### src/rtl/demux_feeder_pkg.sv
`default_nettype none
// ============================================================================
// Module   : demux_feeder_pkg
// Brief    : Shared constants and FSM state type for the serial demux feeder.
// Revision : 1.0
// ============================================================================
package demux_feeder_pkg;

    localparam int SEL_W     = 3;
    localparam int ADDR_BITS = 3;

    typedef enum logic [1:0] {
        IDLE   = 2'd0,
        ADDR   = 2'd1,
        DATA   = 2'd2,
        PARITY = 2'd3
    } state_t;

endpackage
`default_nettype wire

### src/rtl/frame_bit_counter.sv
`default_nettype none
// ============================================================================
// Module   : frame_bit_counter
// Brief    : Saturating bit counter with clear, increment and terminal flag.
// Revision : 1.0
// ============================================================================
module frame_bit_counter #(
    parameter int WIDTH    = 2,
    parameter int TERMINAL = 2
) (
    input  logic clk,
    input  logic rst,
    input  logic i_clear,
    input  logic i_incr,
    output logic o_terminal
);

    logic [WIDTH-1:0] r_count;

    assign o_terminal = (r_count == WIDTH'(TERMINAL));

    // Holds at the terminal value; the owner clears it at the next frame start.
    always_ff @(posedge clk) begin
        if (rst || i_clear) begin
            r_count <= '0;
        end else if (i_incr && !o_terminal) begin
            r_count <= r_count + 1'b1;
        end
    end

endmodule
`default_nettype wire

### src/rtl/serial_demux_feeder.sv
`default_nettype none
// ============================================================================
// Module   : serial_demux_feeder
// Brief    : Deframes start/address/payload/parity bit stream onto a 1:8 demux.
// Revision : 1.0
// ============================================================================
module serial_demux_feeder #(
    parameter int PAYLOAD_LEN = 8,
    parameter int SEL_W       = demux_feeder_pkg::SEL_W
) (
    input  logic             clk,
    input  logic             rst,
    input  logic             rx_valid,
    input  logic             rx_bit,
    output logic             rx_ready,
    input  logic             stall,
    output logic             demux_in,
    output logic [SEL_W-1:0] demux_sel,
    output logic             demux_en,
    output logic             frame_done,
    output logic             frame_err
);

    import demux_feeder_pkg::*;

    localparam int c_PAY_CNT_W = $clog2(PAYLOAD_LEN + 1);

    state_t           r_state;
    state_t           w_state_next;
    logic [SEL_W-2:0] r_addr_part;
    logic             r_parity;
    logic             w_accept;
    logic             w_start;
    logic             w_addr_term;
    logic             w_pay_term;

    assign rx_ready = ~stall;
    assign w_accept = rx_valid & ~stall;
    assign w_start  = w_accept && (r_state == IDLE) && rx_bit;

    frame_bit_counter #(
        .WIDTH    ($clog2(ADDR_BITS + 1)),
        .TERMINAL (ADDR_BITS - 1)
    ) u_addr_cnt (
        .clk        (clk),
        .rst        (rst),
        .i_clear    (w_start),
        .i_incr     (w_accept && (r_state == ADDR)),
        .o_terminal (w_addr_term)
    );

    frame_bit_counter #(
        .WIDTH    (c_PAY_CNT_W),
        .TERMINAL (PAYLOAD_LEN - 1)
    ) u_pay_cnt (
        .clk        (clk),
        .rst        (rst),
        .i_clear    (w_start),
        .i_incr     (w_accept && (r_state == DATA)),
        .o_terminal (w_pay_term)
    );

    always_ff @(posedge clk) begin
        if (rst) begin
            r_state <= IDLE;
        end else begin
            r_state <= w_state_next;
        end
    end

    always_comb begin
        w_state_next = r_state;
        case (r_state)
            IDLE:    if (w_start)                  w_state_next = ADDR;
            ADDR:    if (w_accept && w_addr_term)  w_state_next = DATA;
            DATA:    if (w_accept && w_pay_term)   w_state_next = PARITY;
            PARITY:  if (w_accept)                 w_state_next = IDLE;
            default:                               w_state_next = IDLE;
        endcase
    end

    // Outputs are registered, so each accepted bit shows up one cycle later.
    always_ff @(posedge clk) begin
        if (rst) begin
            demux_in    <= 1'b0;
            demux_sel   <= '0;
            demux_en    <= 1'b0;
            frame_done  <= 1'b0;
            frame_err   <= 1'b0;
            r_addr_part <= '0;
            r_parity    <= 1'b0;
        end else begin
            demux_en   <= w_accept && (r_state == DATA);
            demux_in   <= w_accept && (r_state == DATA) && rx_bit;
            frame_done <= w_accept && (r_state == PARITY);
            frame_err  <= w_accept && (r_state == PARITY) && (r_parity ^ rx_bit);

            if (w_start) begin
                r_parity <= 1'b0;
            end else if (w_accept && ((r_state == ADDR) || (r_state == DATA))) begin
                r_parity <= r_parity ^ rx_bit;
            end

            if (w_accept && (r_state == ADDR)) begin
                r_addr_part <= {r_addr_part[SEL_W-3:0], rx_bit};
                if (w_addr_term) begin
                    demux_sel <= {r_addr_part, rx_bit};
                end
            end
        end
    end

endmodule
`default_nettype wire
### config.mk
export PLATFORM = sky130hd
export DESIGN_NAME = serial_demux_feeder
export DESIGN_NICKNAME = d
export VERILOG_FILES = /design/src/rtl/demux_feeder_pkg.sv /design/src/rtl/frame_bit_counter.sv /design/src/rtl/serial_demux_feeder.sv
export SDC_FILE = /design/constraint.sdc
export NUM_CORES = 1
export LEC_CHECK = 0
export CAP_MARGIN = 0
export CORE_ASPECT_RATIO = 2
export CORE_MARGIN = 2
export CORE_UTILIZATION = 31
export CTS_CLUSTER_DIAMETER = 120
export DETAILED_ROUTE_END_ITERATION = 12
export SLEW_MARGIN = 20
export SYNTH_ARGS = -nofsm -noshare
export SYNTH_HDL_FRONTEND = slang
export SYNTH_SLANG_ARGS = --single-unit
### constraint.sdc
create_clock -name clk -period 2.1 [get_ports clk]
set_input_delay 0.315 -clock clk [delete_from_list [all_inputs] [get_ports clk]]
set_output_delay 0.315 -clock clk [all_outputs]
set_load 0.01 [all_outputs]
==> qor.yml, run 1 <==
status: "completed"
synth_area_leader_cell: "dfxtp_1"
htreeDepth: 1
cts_setup_buffers: 0
vias_per_cell: 4.81
antenna_found_initial: 0
drcViolationCount: 0
grt_remaining_overflow: 0
via_count: 625
numClockSinks: 18
yosys_warnings: 0
first_iter_violations: 6
critPathBufInv: 3
routedWlPerCell_um: 12.1
cp_max_fo: 4
core_um2: 2700
place_congestion: 0.789
timing.hold.ws_ns: 0.454
end_kind: "output port"
finalSetupTns_ns: 0
critPathSlowestCell: "clkdlybuf4s50_1"
synth.avg_cell_area_um2: 10.1
mostFrequentLayoutCells: "18 x dfxtp_1, 14 x nor2_1, 12 x clkdlybuf4s50_1"
rsz0062_at_grt: "false"
fillers: 289
drv_slew: 0
grt_pass1_wl_mm: 2.74
synth_area_leaders: "dfxtp_1 42%, ha_1 8.7%, nor2_1 6.1%"
first_pass_iters: 4
io_pins: 13
cts_tree: "yes"
worstPathCellList: "clkdlybuf4s50_1 -> inv_1 -> clkdlybuf4s50_1"
max_cap_violations: 0
cts_made_buffers: 3
clock_skew_ns: 0.00326
critPathLaunchType: "input pin"
cpPeakStageDelay_ns: 0.52
setup_viol: 0
ys_seq_elements: 18
cts_hold_buf: 0
r2r_cells: 6
power_leakage_nw: 0.478
worst_ir_drop_vdd_mv: 0.275
die_area_um2: 3260
timing.rr.end: "r_state[0]"
wirelength_mm: 1.57
min_period_ns: 1.67
grt_max_degree: 12
layout_commonest_cell: "dfxtp_1"
timing.slew.headroom_pct: 71.0
area_growth_pct: 23.8
cts-resized-gates: 0
clkTransAtPathRegs_ns: 0.06
drive_above_1_share_pct: 17.8
p_per_area_nw_per_um2: 798
grt_pass1_vias: 653
postSynthCellCount: 86
hold_viol_final: 0
die-width_um: 41.4
grt_usage_pct: 11.9
clk_latency_ns: 0.26
worstHoldStart: "r_addr_part[1]"
fin_crit_sh_pct: 79.5
final_util_pct: 39.7
rrSetupSlack_ns: 0.57
place_hpwl_mm: 1.19
clk_path_buf_depth: 2
nNetsFinal: 113
fmax_ghz: 0.599
synth_nets: 97
worstSetupStartpoint: "stall"
synth_cell_types: 30
ant_nets: 0
min_to: "r_addr_part[1]"
synth.cell_area_um2: 866
worst_hold_path_type: "reg -> reg"
initial_core_util_pct: 32.0
cts-root-buf: "clkbuf_8"
whs_path_depth: 2
worst_pin_slew_ns: 0.434
seq_area_frac_synth_pct: 41.6
synth_top_area_share_pct: 41.6
cp.arrival_ns: 1.36
io_buffers: 12
critPathKind: "in -> out"
cpMostUsedCell: "clkdlybuf4s50_1"
diodes: 0
cp.required_ns: 1.78
r2r-start: "r_state[1]"
crit_family: "buffers and inverters"
cp_num_cells: 3
die_h_um: 78.7
num_rows: 27
==> state kept, by name (all words and copies together) (netlist names) <==
name and cells:
frame_err 1, demux_in 1, u_pay_cnt.r_count 4, r_parity 1
demux_en 1, r_state 2, u_addr_cnt.r_count 2, demux_sel 3
r_addr_part 2, frame_done 1
==> cells in the mapped netlist <==
master	number
a211oi_2	1
a21oi_1	3
a221oi_2	1
a31o_1	1
a31o_4	1
and2_1	1
and3_1	1
buf_2	1
buf_4	1
dfxtp_1	18
ha_1	6
inv_1	4
inv_2	1
mux2i_1	5
nand2_1	3
nand2b_4	1
nand3_1	3
nand3_2	3
nand3b_1	1
nand3b_4	1
nand4_1	2
nor2_1	14
nor2_2	1
nor2b_1	2
nor3_1	1
nor3b_1	1
o21ai_2	2
o22ai_2	1
xnor2_1	1
xor2_1	4
==> metrics by stage <==
step,setup WS (ns),total power [mW],cells,area (um2)
after global routing,0.381,0.898,130,1070
after floorplan,0.737,0.531,86,866
after global placement,0.375,0.573,126,1020
after detailed placement,0.326,0.574,126,1020
final,0.430,0.855,130,1070
after CTS,0.422,0.860,130,1070
==> power breakdown <==
part	internal (mW)	switching, mW
sequential	0.360	0.0139
combinational	0.0835	0.114
clock	0.167	0.117
total	0.611	0.245
==> worst min-delay path, cell delays in order, from the launching register on <==
cell and delay [ns]:
dfxtp_1 0.31, nand2_1 0.05, a21oi_1 0.05
==> metal layers <==
metal  up-vias  wire, um  global-route usage (%)
met5         -         0                       0
met4         0        39                    6.77
met3         4        61                    1.96
met2        15       856                    19.4
met1       283       613                    13.5
li1        323         -                       -
==> worst max-delay path by stage <==
stage	endpoint	slack (ns)
3_5_place_dp	u_pay_cnt.r_count[1]	0.33
2_1_floorplan	r_state[0]	0.74
6_report	rx_ready	0.43
4_1_cts	rx_ready	0.42
5_1_grt	rx_ready	0.38
3_3_place_gp	u_pay_cnt.r_count[2]	0.38
==> logic make-up (layout without fill, tap and decap cells) <==
logic type	Yosys count	after routing	share of synthesized area [%]
multiplexers	5	5	5.78
buffers and inverters	7	22	3.61
AND/OR/NAND/NOR	35	35	23.8
flip-flops	18	18	41.6
AO/OA/AOI/OAI	10	10	11.4
adder cells (fa/ha/maj)	6	6	8.67
XOR/XNOR	5	5	5.06
==> layout make-up <==
cell class                 instances  area, um2  share of cell area [%]
multi-input combinational         61        474                    44.2
sequential                        18        360                    33.6
timing repair buffer              13        128                    11.9
clock buffer                       4       55.1                    5.13
inverter                           5       18.8                    1.75
tap                               29       36.3                    3.38
No activity file was read; power rests on OpenSTA's default activity.
==> run 2: changes to the inputs <==
==> constraint.sdc (replaced) <==
create_clock -name clk -period 1.52 [get_ports clk]
set_input_delay 0.228 -clock clk [delete_from_list [all_inputs] [get_ports clk]]
set_output_delay 0.228 -clock clk [all_outputs]
set_load 0.01 [all_outputs]
==> qor.yml, run 2 (synthesis results as in run 1) <==
status: "completed"  # unchanged
clkTransAtPathRegs_ns: 0.07  # was 0.06 ns
max_cap_violations: 0  # unchanged
cp.required_ns: 1.70  # was 1.78 ns
cp_max_fo: 5  # was 4
grt_remaining_overflow: 0  # unchanged
cp.arrival_ns: 1.59  # was 1.36 ns
ant_nets: 0  # unchanged
numClockSinks: 18  # unchanged
rrSetupSlack_ns: 0.10  # was 0.57 ns
place_area_um2: 1050  # was 1020 um2
routedWlPerCell_um: 12.2  # was 12.1 um
worst_pin_slew_ns: 0.258  # was 0.434 ns
vias_per_cell: 4.84  # was 4.81
core_um2: 2700  # unchanged
hold_viol_final: 0  # unchanged
critPathKind: "reg -> reg"  # was in -> out
grt_pass1_wl_mm: 2.70  # was 2.74 mm
timing.slew.headroom_pct: 82.8  # was 71.0%
grt_usage_pct: 12.4  # was 11.9%
initial_core_util_pct: 32.0  # unchanged
drcViolationCount: 0  # unchanged
worst_ir_drop_vdd_mv: 0.679  # was 0.275 mV
cts_tree: "yes"  # unchanged
clk_path_buf_depth: 2  # unchanged
largest_register_ff_count: 4  # unchanged
crit_path_end: "r_state[0]"  # was rx_ready
first_iter_violations: 3  # was 6
first_pass_iters: 2  # was 4
worstSetupStartpoint: "r_state[1]"  # was stall
end_kind: "flop"  # was output port
cts-root-buf: "clkbuf_8"  # unchanged
regMostFlops: "u_pay_cnt.r_count"  # unchanged
grt_pass1_vias: 622  # was 653
wirelength_mm: 1.63  # was 1.57 mm
mostFrequentLayoutCells: "17 x dfxtp_1, 14 x nor2_1, 11 x clkdlybuf4s50_1"  # was 18 x dfxtp_1, 14 x nor2_1, 12 x clkdlybuf4s50_1
worst_hold_path_type: "reg -> reg"  # unchanged
r2r-start: "r_state[1]"  # unchanged
nNetsFinal: 118  # was 113
p_per_area_nw_per_um2: 1050  # was 798 nW/um2
fillers: 281  # was 289
die_area_um2: 3260  # unchanged
io_pins: 13  # unchanged
clk_latency_ns: 0.26  # about the same
fin_area_um2: 1110  # was 1070 um2
cts_hold_buf: 0  # unchanged
fin_crit_sh_pct: 93.1
grt_max_degree: 10  # was 12
cts_made_buffers: 3  # unchanged
r2r_cells: 6  # unchanged
htreeDepth: 1  # unchanged
power_leakage_nw: 0.504  # was 0.478 nW
layout_commonest_cell: "dfxtp_1"  # unchanged
clock_skew_ns: 0.00534  # was 0.00326 ns
diodes: 0  # unchanged
power.total_mw: 1.17  # was 855 uW
die_h_um: 78.7  # unchanged
min_period_ns: 1.42
io_buffers: 12  # unchanged
place_congestion: 0.833  # was 0.789
fmax_ghz: 0.706
area_growth_pct: 28.8  # was 23.8%
setup_viol: 0  # unchanged
num_rows: 27  # unchanged
die-width_um: 41.4  # unchanged
drv_slew: 0  # unchanged
drive_above_1_share_pct: 23.8  # was 17.8%
timing.rr.end: "r_state[0]"  # unchanged
via_count: 648  # was 625
place_hpwl_mm: 1.29  # was 1.19 mm
critPathLaunchType: "flop"  # was input pin
top_regs: "u_pay_cnt.r_count x4, demux_sel x3"  # unchanged
antenna_found_initial: 0  # unchanged
-- run 2: metal layers --
layer	share of wire [%]	routed length (um)	track usage, %	up-vias
li1	-	-	-	332
met4	3.4	55	8.71	0
met2	57	934	20.6	14
met5	0	0	0	-
met1	37	600	13.3	297
met3	2.5	41	0.838	5
-- run 2: worst min-delay path by stage --
stage / depth (start not counted) / start / slack [ns] / end
floorplan: 2 / rx_bit / 0.37 / demux_sel[0]
global placement: 2 / r_addr_part[1] / 0.45 / r_addr_part[1]
detailed placement: 2 / r_addr_part[1] / 0.45 / r_addr_part[1]
CTS: 2 / r_addr_part[1] / 0.46 / r_addr_part[1]
global route: 2 / r_addr_part[1] / 0.48 / r_addr_part[1]
finish: 2 / r_addr_part[1] / 0.46 / r_addr_part[1]
-- run 2: layout make-up --
class	count	area [um2]	share of cell area, %
Tap cell	29	36.3	3.25
Timing Repair Buffer	18	168	15.0
Multi-Input combinational cell	61	489	43.9
Inverter	5	18.8	1.68
Clock buffer	3	41.3	3.70
Sequential cell	18	362	32.4
-- run 2: stage by stage --
| stage | setup slack, ns | cells | hold slack (ns) | TNS (ns) | utilization, % |
|---|---|---|---|---|---|
| final | 0.104 | 134 | 0.463 | 0 | 41.3 |
| after global routing | -0.00717 | 134 | 0.478 | -0.00717 | 41.3 |
| after CTS | 0.00353 | 134 | 0.461 | 0 | 40.6 |
| after detailed placement | -0.0407 | 131 | 0.451 | -0.131 | 39.0 |
| after global placement | -0.0168 | 131 | 0.448 | -0.0537 | 39.0 |
| after floorplan | 0.157 | 86 | 0.372 | 0 | - |
-- run 2: critical path, stage by stage (launching register included) --
cell and delay (ns):
dfxtp_2 0.35, inv_1 0.09, ha_4 0.19, nor2b_1 0.14
o22ai_2 0.20, nand3_2 0.10, a221oi_2 0.26
-- run 2: where the power goes --
| part | switching [mW] | internal, mW |
|---|---|---|
| clock network | 0.154 | 0.176 |
| logic | 0.168 | 0.144 |
| registers | 0.0245 | 0.499 |
| total | 0.346 | 0.819 |
-- run 2: what timing repair did --
| item | 4_1_cts | 5_1_grt |
|---|---|---|
| setup endpoints to repair | 0 | 4 |
| resized for setup | 0 | 5 |
| buffers inserted | 0 | 0 |
